[src/rtl/bp_stream_byte_packer_pkg.sv]
// Shared types and constants for the host byte link -> NBF stream packer.
package bp_stream_byte_packer_pkg;

    localparam int bp_stream_data_width_gp = 32;
    localparam int bp_byte_width_gp        = 8;
    localparam int bp_timeout_cycles_gp    = 1024;

    function automatic int bytes_per_word(input int word_width, input int byte_width);
        return word_width / byte_width;
    endfunction

    // Shared with the loader so its flit count agrees with the packer
    localparam int bp_bytes_per_word_gp = bytes_per_word(bp_stream_data_width_gp, bp_byte_width_gp);

    typedef logic [bp_stream_data_width_gp-1:0] bp_stream_word_t;

endpackage

[src/rtl/bp_stream_byte_packer_out_reg.sv]
// One-word valid/ready output register; a new word may load in the same cycle
// the held word drains, so back-to-back words leave no bubble.
module bp_stream_packer_out_reg #(
    parameter int width_p = 32
) (
    input  logic               clk,
    input  logic               reset,
    input  logic               load,
    input  logic [width_p-1:0] load_data,
    input  logic               ready,
    output logic               valid,
    output logic [width_p-1:0] data
);

    always_ff @(posedge clk or posedge reset) begin
        if (reset) begin
            valid <= 1'b0;
            data  <= '0;
        end else if (load) begin
            valid <= 1'b1;
            data  <= load_data;
        end else if (valid & ready) begin
            valid <= 1'b0;
        end
    end

endmodule

[src/rtl/bp_stream_byte_packer.sv]
// Packs host link bytes little-endian into stream words for the NBF loader.
// Optional partial-word idle timeout: define BP_STREAM_PACKER_TIMEOUT_EN.
module bp_stream_byte_packer
    import bp_stream_byte_packer_pkg::*;
#(
    parameter int stream_data_width_p = bp_stream_data_width_gp,
    parameter int byte_width_p        = bp_byte_width_gp,
    parameter int timeout_cycles_p    = bp_timeout_cycles_gp
) (
    input  logic                           clk_i,
    input  logic                           reset_i,
    input  logic                           byte_v_i,
    input  logic [byte_width_p-1:0]        byte_i,
    output logic                           byte_ready_o,
    output logic                           stream_v_o,
    output logic [stream_data_width_p-1:0] stream_data_o,
    input  logic                           stream_ready_i,
    output logic [31:0]                    word_count_o,
    output logic                           error_o
);

    localparam int bytes_per_word_lp = bytes_per_word(stream_data_width_p, byte_width_p);
    localparam int idx_w_lp = (bytes_per_word_lp > 1) ? $clog2(bytes_per_word_lp) : 1;
    localparam logic [idx_w_lp-1:0] last_idx_lp = idx_w_lp'(bytes_per_word_lp - 1);

    logic [idx_w_lp-1:0]            idx_r;
    logic [stream_data_width_p-1:0] asm_r, asm_next;
    logic [31:0]                    word_count_r;
    logic                           last, accept, complete, xfer, drop;

    assign last         = (idx_r == last_idx_lp);
    // Only the final byte of a word is refused while the output is stalled
    assign byte_ready_o = ~(stream_v_o & ~stream_ready_i & last);
    assign accept       = byte_v_i & byte_ready_o;
    assign complete     = accept & last;
    assign xfer         = stream_v_o & stream_ready_i;

    always_comb begin
        asm_next = asm_r;
        asm_next[idx_r*byte_width_p +: byte_width_p] = byte_i;
    end

    always_ff @(posedge clk_i or posedge reset_i) begin
        if (reset_i) begin
            idx_r <= '0;
            asm_r <= '0;
        end else if (accept) begin
            if (complete) begin
                idx_r <= '0;
                asm_r <= '0;
            end else begin
                idx_r <= idx_r + 1'b1;
                asm_r <= asm_next;
            end
        end else if (drop) begin
            idx_r <= '0;
            asm_r <= '0;
        end
    end

    bp_stream_packer_out_reg #(
        .width_p(stream_data_width_p)
    ) out_reg (
        .clk      (clk_i),
        .reset    (reset_i),
        .load     (complete),
        .load_data(asm_next),
        .ready    (stream_ready_i),
        .valid    (stream_v_o),
        .data     (stream_data_o)
    );

    always_ff @(posedge clk_i or posedge reset_i) begin
        if (reset_i) word_count_r <= '0;
        else if (xfer) word_count_r <= word_count_r + 32'd1;
    end

    assign word_count_o = word_count_r;

`ifdef BP_STREAM_PACKER_TIMEOUT_EN
    localparam int tmr_w_lp = $clog2(timeout_cycles_p + 1);

    logic [tmr_w_lp-1:0] tmr_r;
    logic                error_r;

    // Fires on the idle cycle that brings the count to timeout_cycles_p;
    // an accepted byte in that cycle suppresses it.
    assign drop = ~accept & (idx_r != '0) & (tmr_r == tmr_w_lp'(timeout_cycles_p - 1));

    always_ff @(posedge clk_i or posedge reset_i) begin
        if (reset_i) begin
            tmr_r   <= '0;
            error_r <= 1'b0;
        end else if (accept || idx_r == '0) begin
            tmr_r <= '0;
        end else if (drop) begin
            tmr_r   <= '0;
            error_r <= 1'b1;
        end else begin
            tmr_r <= tmr_r + 1'b1;
        end
    end

    assign error_o = error_r;
`else
    assign drop    = 1'b0;
    assign error_o = 1'b0;
`endif

endmodule

[config.mk]
export PLATFORM = sky130hd
export DESIGN_NAME = bp_stream_byte_packer
export DESIGN_NICKNAME = d
export VERILOG_FILES = /design/src/rtl/bp_stream_byte_packer_pkg.sv /design/src/rtl/bp_stream_byte_packer_out_reg.sv /design/src/rtl/bp_stream_byte_packer.sv
export SDC_FILE = /design/constraint.sdc
export NUM_CORES = 1
export LEC_CHECK = 0
export ABC_CLOCK_PERIOD_IN_PS = 5390
export BUFFER_PORTS_ARGS = -buffer_cell sky130_fd_sc_hd__buf_2
export CORE_ASPECT_RATIO = 1.2
export CORE_MARGIN = 4
export CORE_UTILIZATION = 56
export DETAILED_ROUTE_END_ITERATION = 16
export GPL_TIMING_DRIVEN = 1
export MAX_ROUTING_LAYER = met4
export PLACE_DENSITY = 0.78
export SLEW_MARGIN = 0
export SYNTH_ARGS = -nofsm -noshare
export SYNTH_HDL_FRONTEND = slang
export SYNTH_SLANG_ARGS = --single-unit
[constraint.sdc]
create_clock -name clk_i -period 5.39 [get_ports clk_i]
set_clock_uncertainty 0.15 [all_clocks]
set_input_delay 1.617 -clock clk_i [delete_from_list [all_inputs] [get_ports clk_i]]
set_output_delay 1.617 -clock clk_i [all_outputs]
set_load 0.1 [all_outputs]
; ---- Word-level counts from Yosys, hierarchy flattened
; Index checks and enable logic that the tools add are counted.
[totals]
output_inout_bits = 67
wordCells = 24
regBits = 99
input_bits = 12
[classes]
n_bitwise = 7
shifts = 2
add_sub_neg = 3
n_reduce_logical = 1
mux = 5
n_eq_ne = 1
[ops]
columns = operator, n
row1 = $neg A5 Y34, 1
row2 = $shift A8 B34 Y32 const A, 1
row3 = $shiftx A8 B34 Y32, 1
row4 = $add A32 B1 Y32 const B, 1
row5 = $bwmux W32, 1
row6 = $mux W32, 1
row7 = $and A1 B1 Y1, 5
row8 = $add A2 B1 Y2 const B, 1
row9 = $eq A2 B2 Y1 const B, 1
row10 = $mux W1, 2
row11 = $mux W2, 1
row12 = $not A1 Y1, 2
row13 = $reduce_bool A2 Y1, 1

; ---- Longest topological paths before layout
[logic_depth]
ltp_word = 7
mapped_depth = 9
depth_no_buf = 6

; ---- Hierarchy
; A second synthesis with hierarchy kept.
[unflattened]
cells_unflattened = 443
area_unflattened_um2 = 4820.9
[by_module_without_submodules]
columns = module, area_each_um2, instances, seq_area_each_um2, cells_each
row1 = bp_stream_byte_packer, 3439.5, 1, 1651.6, 371
row2 = bp_stream_packer_out_reg, 1381.3, 1, 825.8, 72

; ---- Least setup slack after synthesis
; Ideal clock, no wire load.
[synth_path]
path_kind = input -> output
start = input port stream_ready_i
end = output port byte_ready_o
t_required_ps = 3623
t_arrival_ps = 2469
setup_slack_ps = 1154
stages = 1
n_path_buf = 0
path_cell_list = nand3b_1
[synth_between]
elab_chain_len = 4
[synth_rtl]
columns = item, line_no
row1 = "start, declared", bp_stream_byte_packer.sv:17  ; input logic stream_ready_i,
row2 = $not A1 Y1, bp_stream_byte_packer.sv:33  ; assign byte_ready_o = ~(stream_v_o & ~stream_ready_i & last);
row3 = $and A1 B1 Y1 (2 in a row), bp_stream_byte_packer.sv:33
row4 = $not A1 Y1, bp_stream_byte_packer.sv:33
row5 = "end, declared", bp_stream_byte_packer.sv:14  ; output logic byte_ready_o,
; Every way passes these cells.

; ---- Final worst setup path
; Ends and elaborated chain as after synthesis.

==> impl.org <==
** Run status
- Run status :: finished clean

** Critical path
- Walking the worst path, the cells encountered are buf_2 > nand3b_1 > buf_2.
- Kind of launch point of the worst setup path :: input pin
- The worst setup path is of the input pin to primary output kind.
- Data required time of the critical path :: around 3.6 ns
- Cell with the largest stage delay on the worst path :: sky130_fd_sc_hd__buf_2
- Buffers & Inverters on Critical Path :: 2
- Worst setup EP type :: primary output
- On the worst path, the slowest cell contributes a delay of 0.49 ns.
- Top cell by count, worst path :: sky130_fd_sc_hd__buf_2
- The cell family contributing the most delay on the critical path is buffers and inverters.
- Maximum fanout along the worst path :: 5
- Data arrival, critical path :: 2.51 ns

** Final layout
- The post-route netlist has about a fifth of its cells at a drive strength greater than 1.
- Diodes inserted :: 0
- Final cell count without fillers :: 622
- Once layout is done, the placed cells without fillers occupy 5191 sq um.
- For this run, the post-layout net count is 544.
- Layout Area Growth over Synthesis :: 12.81%

** Global route
- Entering global routing, the biggest net connects 66 pins.
- Initial antenna violation count :: 0
- Total gr overflow :: 0
- Overall fraction of global-route tracks in use :: 23.86%
- The number of global-route vias before repair came to 3659.
- Global-route wire length before repair :: 18080 um

** STA
- The final number of max-transition violations was 0.
- Fraction of the cycle the final worst path needs :: between 70% and 80%
- RSZ-0062 raised after global routing :: false
- Setup violations remaining at the end of the flow were counted as 0.
- Subtracting the final worst setup slack from the clock period gives 4.276 ns.
- Derived from the worst setup path, the maximum achievable clock frequency is 233.9 MHz.
- Final WS setup :: 1.114 ns
- The worst pin sits at a relative slew slack of 30.87%.
- For the final routed database, the setup TNS stands at 0 ns.
- Total count of hold-check failures in the final report :: 0
- For the pin with the worst max-slew slack, the measured transition is roughly 1.0 ns.

** Clock network
- In this run, CTS created clock tree buffers numbering 9.
- Clock network latency to the later pin of the worst-skew pair :: 0.37 ns
- Clock tree root driver cell :: sky130_fd_sc_hd__clkbuf_8
- Count of H-tree levels built during CTS :: 3
- Total clock sinks :: 99
- TritonCTS built the clock tree.
- Quantity of gates resized following cts :: 0
- The longest clock path from root to sink contains 2 buffers.
- Clock slew at reported path FFs :: 0.10 ns
- After clock tree synthesis, the setup repair step added 0 buffers.
- Number of hold-repair buffers added at the cts stage :: 0

** Place
- Count of buffers inserted at the top-level ports :: 77
- OpenSTA, run right after detailed placement, puts the worst setup slack at approximately 1.1 ns.
- Routability-driven placement finished with a final weighted congestion of 0.9394.
- Detailed placement finished with a half-perimeter wire length of 7536 um.
- Once placement finished, the instance area stood at 4986 sq um.
- Number of placed cells counting well taps :: ~610

** Yosys
- Summing the areas of all compound-gate instances in the mapped netlist gives 14.11% of the synthesized area.
- The share of the Yosys chip area taken by registers is 53.83%.
- After synthesis the cells add up to 4602 sq um.
- After synthesis, the largest family of logic cells by area is simple AND/OR/NAND/NOR gates.
- Simple-gate share of the synthesized area :: 20.04%
- Multiplexer area fraction after synthesis :: 0.2447%
- Net Count, Synth :: 483
- Cells after Synth :: 464
- After Yosys synthesis, XOR and XNOR cells account for 5.900% of the synthesized area.
- Synth unique cells :: 38
- In this run, synthesis produced a sequential element count of 99.
- After Yosys synthesis, full adders, half adders and majority gates account for ~1.9% of the synthesized area.
- Yosys Warn Count :: 0
- After synthesis, the mean cell area works out to ~9.9 sq um.

** Power and ir drop
- Total Power :: 3.059 mW
- Total power per unit cell area :: 589.2 nW/um^2
- Leakage power :: 2.545 nW
- The worst-case IR drop observed on VDD is 0.0003288 V.

** Routing
- DR vias/cell :: ~5.8
- Detail Route Antenna Nets :: 0
- For this run, the detailed router's first-pass iteration total came to 5.
- Detailed routing inserted a total of 3616 vias.
- In this run, the number of DRC markers left after iteration 0 of detailed routing was 265.
- Wires add up to between 10000 and 15000 um.
- Wirelength per Cell :: roughly 17 um
- Final routed DRC violation total :: 0

** Floorplan
- Die width :: 90.76 um
- The die covers roughly 9700 sq um.
- Initial Util :: 58.71%
- Core area :: a little under 8000 sq um
- Die Height :: 107.3 um
- 79 I/O pins were placed.
- Num rows :: 35

** Job
- Max-capacitance violation count :: 0

** Min path
- The path class of the tightest hold or removal check is flip-flop to flip-flop.
==> worst paths after layout <==
kind | startpoint | endpoint | slack (ns) | cells after the start
max in group asynchronous | reset_i | asm_r[16] | 3.10 | 3
min in group asynchronous | reset_i | word_count_o[10] | 1.15 | 2
worst min-delay path | word_count_o[31] | word_count_o[31] | 0.32 | 1
worst max register to register | idx_r[0] | out_reg.data[5] | 2.75 | 5
worst max-delay path | stream_ready_i | byte_ready_o | 1.11 | 3
worst min register to register | word_count_o[31] | word_count_o[31] | 0.32 | 1
==> power by group <==
group / internal (mW) / leakage (nW) / switching [mW]
Clock: 0.223 / 0.107 / 0.271
Combinational: 0.308 / 1.14 / 1.18
Sequential: 0.948 / 1.30 / 0.127
==> stage by stage <==
| step | hold WS [ns] | utilization, % |
|---|---|---|
| after floorplan | 0.2922 | - |
| after global placement | 0.3049 | 63.61 |
| after detailed placement | 0.3139 | 63.61 |
| after CTS | 0.3279 | 66.23 |
| after global routing | 0.3517 | 66.23 |
| final | 0.3182 | 66.23 |
==> cell usage in the layout (no fill, tap or decap), types with 3 or more instances in the layout <==
cell type,instances
sky130_fd_sc_hd__buf_4,4
sky130_fd_sc_hd__xor2_1,5
sky130_fd_sc_hd__ha_1,7
sky130_fd_sc_hd__inv_1,6
sky130_fd_sc_hd__nor2b_1,32
sky130_fd_sc_hd__nand2_1,68
sky130_fd_sc_hd__clkbuf_8,9
sky130_fd_sc_hd__a21oi_1,55
sky130_fd_sc_hd__nand4_1,9
sky130_fd_sc_hd__buf_2,77
sky130_fd_sc_hd__nor2_1,6
sky130_fd_sc_hd__inv_6,3
sky130_fd_sc_hd__and2_1,3
sky130_fd_sc_hd__xnor2_1,26
sky130_fd_sc_hd__dfrtp_1,99
sky130_fd_sc_hd__nand3_1,19
sky130_fd_sc_hd__o21ai_1,40
sky130_fd_sc_hd__o21ai_0,18
sky130_fd_sc_hd__and4_1,4
sky130_fd_sc_hd__and3_1,4
sky130_fd_sc_hd__a22o_1,8
==> routing by layer <==
layer | track usage, % | wire length (um)
met1 | 28.60 | 4447
met2 | 40.38 | 5438
met3 | 4.755 | 519
met4 | 8.534 | 229
met5 | - | 0
==> area by class of cell <==
| cell class | instances | area, sq um |
|---|---|---|
| repair buffers | 81 | 415.4 |
| inverters | 7 | 27.53 |
| multi-input cells | 327 | 1951 |
| well taps | 92 | 115.1 |
| clock buffers | 9 | 123.9 |
| clock inverters | 7 | 81.33 |
| flip-flops and latches | 99 | 2477 |
| fillers | 661 | 2648 |
==> sequential cells by signal, indices dropped and copies added (netlist names) <==
signal / cells
asm_r: 32
idx_r: 2
out_reg.data: 32
out_reg.valid: 1
word_count_o: 32
==> worst reg2reg max path, cell delays in order (launching register included) <==
cell,delay [ns]
sky130_fd_sc_hd__dfrtp_1,0.52
sky130_fd_sc_hd__ha_1,0.22
sky130_fd_sc_hd__buf_4,0.30
sky130_fd_sc_hd__nand3_2,0.85
sky130_fd_sc_hd__nand2_1,0.34
sky130_fd_sc_hd__o21ai_0,0.11
==> Yosys cell counts, drive strengths merged <==
cell type | number | area [sq um]
nor4b | 1 | 23.77
nor4bb | 1 | 10.01
nor2 | 6 | 22.52
clkbuf | 6 | 22.52
and4 | 4 | 35.03
o21ai | 58 | 290.3
dfrtp | 99 | 2477
ha | 7 | 87.58
o211ai | 1 | 7.510
nand2 | 68 | 255.2
xnor2 | 26 | 227.7
conb | 1 | 3.750
and4bb | 1 | 12.51
and4b | 2 | 20.02
and2 | 3 | 18.77
nand2b | 1 | 6.260
and3 | 4 | 25.02
nand3 | 21 | 110.1
inv | 7 | 26.28
a21oi | 55 | 275.3
and3b | 1 | 8.760
a31oi | 1 | 6.260
buf | 25 | 130.1
xor2 | 5 | 43.79
mux2 | 1 | 11.26
nor4 | 4 | 61.31
nor3 | 3 | 20.02
a22o | 8 | 70.07
nand4 | 10 | 77.57
nand3b | 2 | 15.01
nor2b | 32 | 200.2
==> kinds of logic (layout without fill, tap and decap cells) <==
family | Yosys count | count (layout)
compound gates | 123 | 123
xor+xnor | 31 | 31
fa+ha+maj | 7 | 7
buf+inv | 38 | 104
flops | 99 | 99
mux | 1 | 1
other cells | 1 | 1
simple gates | 164 | 164
No activity file was read; power rests on OpenSTA's default activity.
